**src/rtl/ram_pkg.sv**
```systemverilog
// Shared definitions for the parametrised single-port RAM and its clear engine.
package ram_pkg;

  localparam int BYTE_W  = 8;
  localparam int RDW_NEW = 0;
  localparam int RDW_OLD = 1;

  typedef enum logic {
    CLEAR = 1'b0,
    READY = 1'b1
  } ram_state_t;

endpackage

```
**src/rtl/ram_clear_fsm.sv**
```systemverilog
// Clear engine: sweeps INIT_VALUE through every word after reset or a clr pulse,
// and muxes the single write port between the sweep and user writes.
module ram_clear_fsm
  import ram_pkg::*;
#(
  parameter int                    DATA_WIDTH = 8,
  parameter int                    ADDR_WIDTH = 6,
  parameter logic [DATA_WIDTH-1:0] INIT_VALUE = '0
) (
  input  logic                         clk,
  input  logic                         rst,
  input  logic                         clr,
  input  logic                         we,
  input  logic [ADDR_WIDTH-1:0]        addr,
  input  logic [DATA_WIDTH-1:0]        data,
  input  logic [DATA_WIDTH/BYTE_W-1:0] be,
  output logic                         ready,
  output logic                         wr_drop,
  output logic [ADDR_WIDTH-1:0]        mem_addr,
  output logic [DATA_WIDTH-1:0]        mem_data,
  output logic [DATA_WIDTH/BYTE_W-1:0] mem_lane_en
);

  ram_state_t            state_q, state_d;
  logic [ADDR_WIDTH-1:0] cnt_q, cnt_d;
  logic                  wr_drop_q, wr_drop_d;

  always_comb begin
    state_d   = state_q;
    cnt_d     = cnt_q;
    wr_drop_d = 1'b0;
    case (state_q)
      CLEAR: begin
        cnt_d     = cnt_q + ADDR_WIDTH'(1);
        wr_drop_d = we;
        if (&cnt_q) begin
          state_d = READY;
        end
      end
      READY: begin
        if (clr) begin
          state_d = CLEAR;
          cnt_d   = '0;
        end
      end
      default: state_d = CLEAR;
    endcase
  end

  always_ff @(posedge clk) begin
    if (rst) begin
      state_q   <= CLEAR;
      cnt_q     <= '0;
      wr_drop_q <= 1'b0;
    end else begin
      state_q   <= state_d;
      cnt_q     <= cnt_d;
      wr_drop_q <= wr_drop_d;
    end
  end

  // The reset edge writes nothing, so contents survive reset until the sweep reaches them.
  always_comb begin
    mem_addr    = addr;
    mem_data    = data;
    mem_lane_en = '0;
    if (!rst) begin
      if (state_q == CLEAR) begin
        mem_addr    = cnt_q;
        mem_data    = INIT_VALUE;
        mem_lane_en = '1;
      end else if (we) begin
        mem_lane_en = be;
      end
    end
  end

  assign ready   = (state_q == READY);
  assign wr_drop = wr_drop_q;

endmodule

```
**src/rtl/param_sp_ram.sv**
```systemverilog
// Parametrised single-port RAM with byte-lane writes, selectable read-during-write
// behaviour and a self-initialising clear engine.
module param_sp_ram
  import ram_pkg::*;
#(
  parameter int                    DATA_WIDTH = 8,
  parameter int                    ADDR_WIDTH = 6,
  parameter int                    RDW_MODE   = 0,
  parameter logic [DATA_WIDTH-1:0] INIT_VALUE = '0
) (
  input  logic                         clk,
  input  logic                         rst,
  input  logic [DATA_WIDTH-1:0]        data,
  input  logic [ADDR_WIDTH-1:0]        addr,
  input  logic                         we,
  input  logic [DATA_WIDTH/BYTE_W-1:0] be,
  input  logic                         clr,
  output logic [DATA_WIDTH-1:0]        q,
  output logic                         ready,
  output logic                         wr_drop
);

  localparam int DEPTH = 2 ** ADDR_WIDTH;
  localparam int LANES = DATA_WIDTH / BYTE_W;

  logic [ADDR_WIDTH-1:0] mem_addr;
  logic [DATA_WIDTH-1:0] mem_data;
  logic [LANES-1:0]      mem_lane_en;
  logic [DATA_WIDTH-1:0] wr_word_d;
  logic [DATA_WIDTH-1:0] mem_q [DEPTH];

  ram_clear_fsm #(
    .DATA_WIDTH (DATA_WIDTH),
    .ADDR_WIDTH (ADDR_WIDTH),
    .INIT_VALUE (INIT_VALUE)
  ) u_clear_fsm (
    .clk         (clk),
    .rst         (rst),
    .clr         (clr),
    .we          (we),
    .addr        (addr),
    .data        (data),
    .be          (be),
    .ready       (ready),
    .wr_drop     (wr_drop),
    .mem_addr    (mem_addr),
    .mem_data    (mem_data),
    .mem_lane_en (mem_lane_en)
  );

  // Disabled lanes keep the stored bytes, so a partial write is a read-merge of one word.
  always_comb begin
    wr_word_d = mem_q[mem_addr];
    for (int i = 0; i < LANES; i++) begin
      if (mem_lane_en[i]) begin
        wr_word_d[i*BYTE_W +: BYTE_W] = mem_data[i*BYTE_W +: BYTE_W];
      end
    end
  end

  always_ff @(posedge clk) begin
    if (|mem_lane_en) begin
      mem_q[mem_addr] <= wr_word_d;
    end
  end

  if (RDW_MODE == RDW_OLD) begin : g_rdw_old
    logic [DATA_WIDTH-1:0] q_d, q_q;

    always_comb begin
      q_d = q_q;
      if (ready) begin
        q_d = mem_q[addr];
      end
    end

    always_ff @(posedge clk) begin
      if (rst) begin
        q_q <= '0;
      end else begin
        q_q <= q_d;
      end
    end

    assign q = ready ? q_q : '0;
  end else begin : g_rdw_new
    logic [ADDR_WIDTH-1:0] addr_q;

    always_ff @(posedge clk) begin
      if (rst) begin
        addr_q <= '0;
      end else begin
        addr_q <= addr;
      end
    end

    // Reading the array through the registered address makes same-edge writes visible at once.
    assign q = ready ? mem_q[addr_q] : '0;
  end

endmodule

```
**config.mk**
```make
export PLATFORM = sky130hd
export DESIGN_NAME = param_sp_ram
export DESIGN_NICKNAME = d
export VERILOG_FILES = /design/src/rtl/ram_pkg.sv /design/src/rtl/ram_clear_fsm.sv /design/src/rtl/param_sp_ram.sv
export SDC_FILE = /design/constraint.sdc
export NUM_CORES = 1
export LEC_CHECK = 0
export CORE_AREA = 5 5 144 284
export CTS_CLUSTER_SIZE = 24
export DETAILED_ROUTE_END_ITERATION = 12
export DIE_AREA = 0 0 149 289
export HOLD_SLACK_MARGIN = 0.06
export PLACE_DENSITY_LB_ADDON = 0.08
export SYNTH_ARGS = -nofsm -noshare
export SYNTH_HDL_FRONTEND = slang
export SYNTH_SLANG_ARGS = --single-unit
```
**constraint.sdc**
```tcl
create_clock -name clk -period 5.1 [get_ports clk]
set_input_delay 0.51 -clock clk [delete_from_list [all_inputs] [get_ports clk]]
set_output_delay 0.51 -clock clk [all_outputs]
set_load 0.01 [all_outputs]
```
==> results by stage, run 1 <==
Die:
- The initial utilization of the core area, before any placement, comes to 54.1%.
- The die boundary width is between 100 and 150 µm.
- The total area inside the core boundary comes to 38500 µm².
- The area of the die is roughly 43000 µm².
- The number of top-level pins is 29.
- The standard-cell row count is slightly above 100.
- The floorplan step set the die height to 289 µm.

Detailed routing:
- The detail route stage leaves a number of antenna-violating nets equal to 0.
- The detailed-routing iteration count for the pre-antenna-repair pass is 5.
- In this run, the number of DRC markers left after iteration 0 of detailed routing was just over 700.
- The routed wirelength normalized by instance count is 29.7 µm.
- In the routed layout, each cell is associated on average with a via count of approximately 6.
- For this run, design rule violations remaining after detail routing come to 0.
- After detailed routing, the total wire length is around 48000 µm.
- The final route contains just under 10000 vias.

Min path:
- The path class of the tightest hold or removal check is register to register.
- In this run the most critical hold path is launched from u_clear_fsm.cnt_q[2]$_SDFFE_PP0P_.
- The path with the worst hold slack has its endpoint at u_clear_fsm.cnt_q[2]$_SDFFE_PP0P_.
- The worst hold path was traced through 2 stages.

Timing:
- The hold violation count in the final report is 0.
- Counting I/O delays and the setup requirement, the final critical path takes around 4200 ps.
- The number of max-slew violations in the final report is 0.
- In the final timing run, aggregate negative setup slack is 0 ps.
- The final period utilization is between 80 and 90%.
- The relative max-transition margin is a little over a quarter.
- On the final layout, the worst clock skew is about 12 ps.
- Hold is met by 583 ps.
- Setup repair after global routing left no endpoint under its margin.
- Setup violations remaining at the end of the flow were counted as 0.
- The slew of the pin with the lowest slew margin is about 1100 ps.
- The fmax is 236 MHz.

Synth:
- The synthesized netlist devotes less than 1% of its cell area to adder and majority cells.
- Synthesis inferred 526 register bits.
- The area share of and/or/nand/nor cells after synthesis is a little over 4%.
- The share of the synthesized area in compound gates (AO/OA/AOI/OAI) is about 1.9%.
- After synthesis, flip-flops and latches occupy around 75% of the total area.
- The multiplexer share of the synthesized area is 17.2%.
- For this run, the leading register cell type out of synthesis is sky130_fd_sc_hd__edfxtp_1.
- By area, the combinational part of the netlist is dominated by multiplexers.
- The synthesized area divided by synthesized cell count is between 20 and 25 µm².
- The netlist area before placement is 20800 µm².
- Counting flops with an async set or reset pin after synthesis yields a share of 0%.
- The count of flip-flops with a built-in enable after synthesis is a little over 500.
- The xor-xnor portion of the synthesized cell area is 0%.
- The synthesized netlist net count is approximately 1000.
- The post-synthesis instance total is roughly 1000.
- Yosys printed 0 warnings.
- The unique cell type count in the Yosys netlist is 49.

Power and ir drop:
- In this run the power spent charging and discharging nets is around 0.0018 W.
- The relative contribution of combinational cells to total power is between 4 and 5%.
- The total leakage power is 7.18 nW.
- In this run, the clock network consumes about 39% of the power.
- Sequential cells burn between 50% and 60% of the power.
- The internal power of the cells totals 0.00675 W.
- Across the VDD grid, the largest voltage drop is ~0.3 mV.
- In this run switching power makes up 20.9% of total power.
- The total power density per cell area is 368 nW/µm².

Clocking:
- The number of H-tree levels is 2.
- The hold-fix buffer count after cts is 0.
- The total number of clock tree sinks is approximately 530.
- TritonCTS created between 40 and 50 clock buffers.
- Post-CTS timing repair inserted 0 buffers for setup.
- CTS placed an instance of sky130_fd_sc_hd__clkbuf_16 at the clock tree root.
- Clock latency on the worst-skew pair, taken at its later pin, is 560 ps.
- The clock edge transition at the registers on the reported setup and hold paths is about 60 ps.
- The longest clock path from root to sink contains 3 buffers.
- TritonCTS built the clock tree.
- Gates resized during post-CTS repair numbered 0.

Finish:
- The library cells used most frequently in the layout, excluding fill and tap cells, are sky130_fd_sc_hd__edfxtp_1 (512), sky130_fd_sc_hd__mux4_2 (117), sky130_fd_sc_hd__nor2_1 (75).
- At the end of the flow, the number of nets in the layout was 1072.
- The repair_antennas step left the layout with diodes totalling 0.
- Compared with the post-synthesis result, the final layout area differs by 11.1%.
- The number of cells in the finished layout apart from fillers is between 1500 and 2000.
- The fraction of final layout cells with drive strength greater than 1 is 21.5%.
- The most common library cell in the layout ignoring fill and taps is sky130_fd_sc_hd__edfxtp_1.

Global route:
- The number of antenna violations at the first check in global routing came to 0.
- The total overflow left after global routing is 0.
- The aggregate global-route resource usage is 22.8%.
- The global-route wire length before repair is around 71000 µm.
- The number of global-route vias before repair is around 10000.
- The largest net degree at the start of global routing is 49.

Worst setup path:
- The register-to-register setup slack is 1840 ps.
- The most frequent cell on the critical path is sky130_fd_sc_hd__a21o_1.
- In this run the critical register-to-register path is launched from u_clear_fsm.ready$_SDFF_PP0_.
- The critical-path maximum fanout is 27.
- The critical path's slowest cell is sky130_fd_sc_hd__dfxtp_4.
- The worst setup path is of the register to output port kind.
- STA classifies the critical path startpoint as a register.
- The sort of element at the end of the critical path is an output port.
- STA puts the critical path data arrival time at ~3700 ps.
- In this design, the stage delay of the slowest critical-path cell is between 600 and 700 ps.
- The worst reg2reg path depth is 5.
- The signal on the critical path passes through buf_4 -> mux4_2 -> mux2i_1 -> a21o_1 -> a21o_1 -> nand3_1 -> clkdlybuf4s50_1.
- At the worst endpoint, the required time is between 4000 and 5000 ps.
- The worst reg2reg path endpoint is mem_q[39][5]$_DFFE_PP_.

Run status:
- The run finished with clean final reports.

Placement:
- The post-detailed-placement half-perimeter wirelength is approximately 32000 µm.
- The count of input and output buffers is 28.
- The congestion estimate from routability-driven global placement came to approximately 0.86.
- The number of placed instances, taps included is between 1500 and 2000.

Flow run:
- The max-cap check violation count is 0.
## flip-flops by register name (all words and copies together), names as in the netlist, named ones only
| name | flops |
|---|---|
| u_clear_fsm.wr_drop | 1 |
| u_clear_fsm.ready | 1 |
| mem_q | 512 |
| u_clear_fsm.cnt_q | 6 |
## worst max-delay path: cells and delay by family, from the launching register on
kind	cells	cell delay [ps]
buffers and inverters	2	1040
muxes	2	900
DFF	1	690
AOI/OAI and AO/OA	2	340
and+or+nand+nor	1	140
## worst max-delay path by stage
stage / endpoint / slack [ps] / cells after the start
after global routing: q[7] / 680 / 7
after CTS: q[7] / 830 / 7
after floorplan: mem_q[0][0]$_DFFE_PP_ / 2500 / 5
after detailed placement: mem_q[13][0]$_DFFE_PP_ / 1350 / 7
final: q[6] / 860 / 7
after global placement: mem_q[13][0]$_DFFE_PP_ / 1400 / 7
## power groups by stage
stage / logic [W] / clock network [W] / registers, W
floorplan: 0.000285 / 0 / 0.00486
global placement: 0.000423 / 0 / 0.00489
detailed placement: 0.000427 / 0 / 0.00489
CTS: 0.000427 / 0.00337 / 0.00479
global route: 0.000444 / 0.00355 / 0.00479
finish: 0.000419 / 0.00332 / 0.00479
## cell type report
| type | count | area [µm²] |
|---|---|---|
| Tap cell | 520 | 651 |
| Clock inverter | 19 | 135 |
| Inverter | 3 | 11.3 |
| Multi-Input combinational cell | 417 | 4850 |
| Fill cell | 2889 | 15400 |
| Clock buffer | 63 | 1290 |
| Sequential cell | 526 | 15700 |
| Timing Repair Buffer | 59 | 576 |
## layer usage
metal  share of wire (%)  global-route usage [%]  vias to the layer above
met3                 3.7                    2.58                       80
met5                   0                       0                        -
li1                    -                       -                     4240
met2                  58                    43.4                      228
met1                  36                    26.8                     5244
met4                 3.1                    7.31                        0
## cells in the mapped netlist (4+ instances only)
master                       n  area (µm²)
sky130_fd_sc_hd__buf_12      4        80.1
sky130_fd_sc_hd__edfxtp_1  512       15400
sky130_fd_sc_hd__mux2_2      7        78.8
sky130_fd_sc_hd__nor2_1     75         282
sky130_fd_sc_hd__buf_1       4        15.0
sky130_fd_sc_hd__clkbuf_1   12        45.0
sky130_fd_sc_hd__mux4_1     23         604
sky130_fd_sc_hd__buf_4      16         120
sky130_fd_sc_hd__a211o_1     4        35.0
sky130_fd_sc_hd__nand3b_1    4        30.0
sky130_fd_sc_hd__or3_1       4        25.0
sky130_fd_sc_hd__nor2b_1    13        81.3
sky130_fd_sc_hd__mux2i_1    26         260
sky130_fd_sc_hd__nand3_1    12        60.1
sky130_fd_sc_hd__dfxtp_1    14         280
sky130_fd_sc_hd__and2_1      9        56.3
sky130_fd_sc_hd__o21ai_0    15        75.1
sky130_fd_sc_hd__a22oi_1     8        60.1
sky130_fd_sc_hd__buf_2      11        55.1
sky130_fd_sc_hd__a21oi_1    11        55.1
sky130_fd_sc_hd__nand2_1    41         154
sky130_fd_sc_hd__mux4_2    117        2640
sky130_fd_sc_hd__nand2b_1   11        68.8
## metrics by stage
stage | setup slack [ps] | total power, W | area (µm²) | utilization [%]
2_1_floorplan | 2500 | 0.00515 | 20900 | -
3_3_place_gp | 1400 | 0.00531 | 21800 | 56.4
3_5_place_dp | 1350 | 0.00531 | 21800 | 56.4
4_1_cts | 832 | 0.00859 | 23200 | 60.1
5_1_grt | 684 | 0.00879 | 23200 | 60.1
6_report | 862 | 0.00853 | 23200 | 60.1
## cells by family after synthesis
group / count (synthesis)
flops: 526
fa+ha+maj: 1
mux: 173
simple gates: 182
compound gates: 61
buf+inv: 53
(Power assumes the default switching activity.)
==> inputs of run 2 (changes only) <==
- clock period: 5.1 -> 3.8 ns (I/O delays scaled with it)
==> run 2 against run 1 <==
Compared with the run above:
- clock power is 31% higher
- non-clock buffer count rose by 92
- final cell count up 5.5%
- hold slack lost 140 ps
- first-iteration DRC count increased by 33%
- combinational power up 49%
- global-route usage grew 1.3 points
- die area unchanged
- core utilization increased by 1.9 points
- power rose by 33%
- wire length is 4.7% higher
- highest routed layer unchanged
==> results by stage, run 2 (synthesized netlist as in run 1, its figures left out) <==
Clocking:
- For this design, the CTS-stage hold fixing added 0 buffers.
- In this run the deepest clock path goes through 3 buffers.
- In this run, CTS created clock tree buffers numbering 44.
- Clock-pin slew was measured on the worst setup and hold paths at approximately 70 ps.
- The total number of clock tree sinks is 526.
- The clock tree from TritonCTS is yes.
- The insertion delay to the later sink of the worst-skew pair is about 560 ps.
- The number of H-tree levels is 2.
- The clock root buffer is sky130_fd_sc_hd__clkbuf_16.

Detailed routing:
- The antenna violation net count after detailed routing is 0.
- The routed wirelength normalized by instance count is 29.5 µm.
- In this run, the number of DRC markers left after iteration 0 of detailed routing was approximately 950.
- The detailed-routing iteration count for the pre-antenna-repair pass is 5.
- The detailed-route vias per instance is 6.05.
- In the routed design, unresolved DRC markers number 0.
- The final layout contains routed wiring with a total length of around 50000 µm.
- The total via count in the routed design is 10300.

Finish:
- The largest register by flop count is mem_q.
- The fraction of final layout cells with drive strength greater than 1 is between 20% and 30%.
- 0 antenna diodes ended up in the layout.
- The top cell types in the final layout, fill and taps aside, are sky130_fd_sc_hd__edfxtp_1 (512), sky130_fd_sc_hd__mux4_2 (117), sky130_fd_sc_hd__buf_4 (109).
- The register with the most flip-flops in the layout has 512 of them.
- Leaving out fill and tap cells, the most frequent cell in the layout is sky130_fd_sc_hd__edfxtp_1.
- The largest registers in the layout are mem_q x512, u_clear_fsm.cnt_q x6.
- Relative to the synthesized area, the layout overhead comes to 14.7%.
- The filler cells instantiated in the layout total 2792.
- The net total in the final layout is 1163.

Global route:
- Across every metal layer, demand over resource in global routing totals between 20% and 30%.
- For this run the aggregate overflow at the end of global routing stands at 0.
- Entering global routing, the biggest net connects 65 pins.
- The number of antenna violations at the first check in global routing is 0.
- The number of global-route vias before repair is roughly 11000.
- The first global-routing pass estimated roughly 74000 µm of wire.

Timing:
- The hold violation count in the final report is 0.
- Setup repair after global routing left no endpoint under its margin.
- Hold timing on the final database bottoms out at a slack of ~440 ps.
- The setup TNS is 0 ps.
- The worst pin sits at a relative slew slack of 46.7%.
- Setup violations remaining at the end of the flow were counted as 0.
- The fmax is 271 MHz.
- The number of max-slew violations in the final report is 0.
- At the pin with the least slew margin, the transition time is 797 ps.
- The final clock skew is 24.6 ps.
- The final critical path time including I/O delays and setup is approximately 3700 ps.
- The final critical path takes up between 90% and 100% of the cycle.

Min path:
- The worst hold path cell count is 2.
- In this run the most critical hold path is launched from we.
- The path class of the tightest hold or removal check is input port to register.
- The hold-critical path endpoint is u_clear_fsm.wr_drop$_SDFF_PP0_.

Power and ir drop:
- In this run the power density over the cells is around 480 nW/µm².
- The total leakage power is roughly 7.7 nW.
- In this run, flip-flops and latches consume 56.3% of the power.
- The internal power consumption is 0.00901 W.
- Of the total power, the share spent switching nets is between 20% and 30%.
- Combinational logic is responsible for around 5.5% of the overall power.
- The clock network accounts for a little under two fifths of the total power.
- The switching power of the nets is between 0.002 and 0.0025 W.
- VDD sags by at most between 0.4 and 0.5 mV.

Placement:
- The post-detailed-placement half-perimeter wirelength is ~34000 µm.
- At the end of routability-driven placement, the weighted congestion stood at 0.861.
- During placement, the flow inserted port buffers numbering 28.

Worst setup path:
- The register-to-register setup slack is between 800 and 900 ps.
- The critical path launch point type is a register.
- The setup path with the least slack is of type register to output port.
- STA classifies the critical path endpoint as an output port.
- The worst reg2reg path depth is 5.
- Data arrives at the worst endpoint at 3310 ps.
- The critical-path maximum fanout is 16.
- At the worst endpoint, the required time is 3420 ps.
- The worst register-to-register path ends at mem_q[61][3]$_DFFE_PP_.
- The startpoint of the lowest-slack register-to-register path is u_clear_fsm.ready$_SDFF_PP0_.

Die:
- The area of the die is roughly 43000 µm².
- The floorplan core area is just under 40000 µm².
- The die boundary width is approximately 150 µm.
- Once the floorplan was initialized, standard cells occupied 54.1% of the core.
- 29 I/O pins were placed.
- The standard-cell row count is 102.
- The die outline height is ~290 µm.

Flow run:
- Max-cap violations in this run came to 0.

Run status:
- The flow ran to the end, and the final reports show no timing, DRC or antenna violations.
[run 2: cell types whose count changed in the layout (fill, tap and decap cells not counted), sizes merged]
cell	before	now
clkbuf	63	58
inv	4	3
clkinv	15	19
buf	31	123
bufinv	1	2
clkinvlp	2	0
[run 2: cell type report]
type                       count  area, µm²  area share (%)
multi-input combinational    417       4860            20.3
timing repair buffer         151       1360            5.70
inverter                       3       11.3          0.0471
sequential                   526      15700            65.5
clock inverter                21        161           0.675
clock buffer                  58       1200            5.00
tap                          520        651            2.72
[run 2: what timing repair did]
action | in CTS | in global routing
endpoints found under the setup margin | 7 | 5
setup buffers | 3 | 11
gates resized for setup | 2 | 8
[run 2: worst max-delay path by stage]
stage                                  to  slack [ps]  cells after the start
global placement                     q[4]         540                      7
detailed placement                   q[4]         510                      7
CTS                                  q[5]           2                      7
floorplan           mem_q[0][0]$_DFFE_PP_        1320                      5
finish                               q[6]         110                      9
global route                         q[7]         0.2                      6
[run 2: power groups by stage]
| stage | logic [W] | clock network, W | registers (W) |
|---|---|---|---|
| floorplan | 0.000383 | 0 | 0.00652 |
| global placement | 0.000599 | 0 | 0.00654 |
| global route | 0.000665 | 0.00465 | 0.00641 |
| finish | 0.000626 | 0.00435 | 0.00641 |
| detailed placement | 0.000607 | 0 | 0.00654 |
| CTS | 0.000622 | 0.00442 | 0.00641 |
[run 2: per-layer routing]
metal	vias to the layer above	GRT usage (%)	wire [µm]
met3	111	2.57	1970
met1	5427	28.0	17400
li1	4415	-	-
met5	-	0	0
met2	309	45.3	28500
met4	0	9.71	2090
[run 2: critical path, cell delays in order (launching register included)]
cell                              delay, ps
sky130_fd_sc_hd__dfxtp_4                360
sky130_fd_sc_hd__buf_12                 160
sky130_fd_sc_hd__buf_12                 200
sky130_fd_sc_hd__buf_12                 190
sky130_fd_sc_hd__mux4_2                 510
sky130_fd_sc_hd__o311a_1                340
sky130_fd_sc_hd__o211ai_1               190
sky130_fd_sc_hd__a21o_1                 180
sky130_fd_sc_hd__nand3_1                110
sky130_fd_sc_hd__clkdlybuf4s50_1        490
[run 2: stage by stage]
step	total power (W)	utilization [%]	cells	worst slack (ps)	area, µm²
after floorplan	0.00691	-	996	1320	20900
after global placement	0.00714	58.1	1603	538	22400
after detailed placement	0.00715	58.1	1603	508	22400
after CTS	0.0115	61.7	1685	2.02	23800
after global routing	0.0117	62.0	1696	0.212	23900
final	0.0114	62.0	1696	110	23900
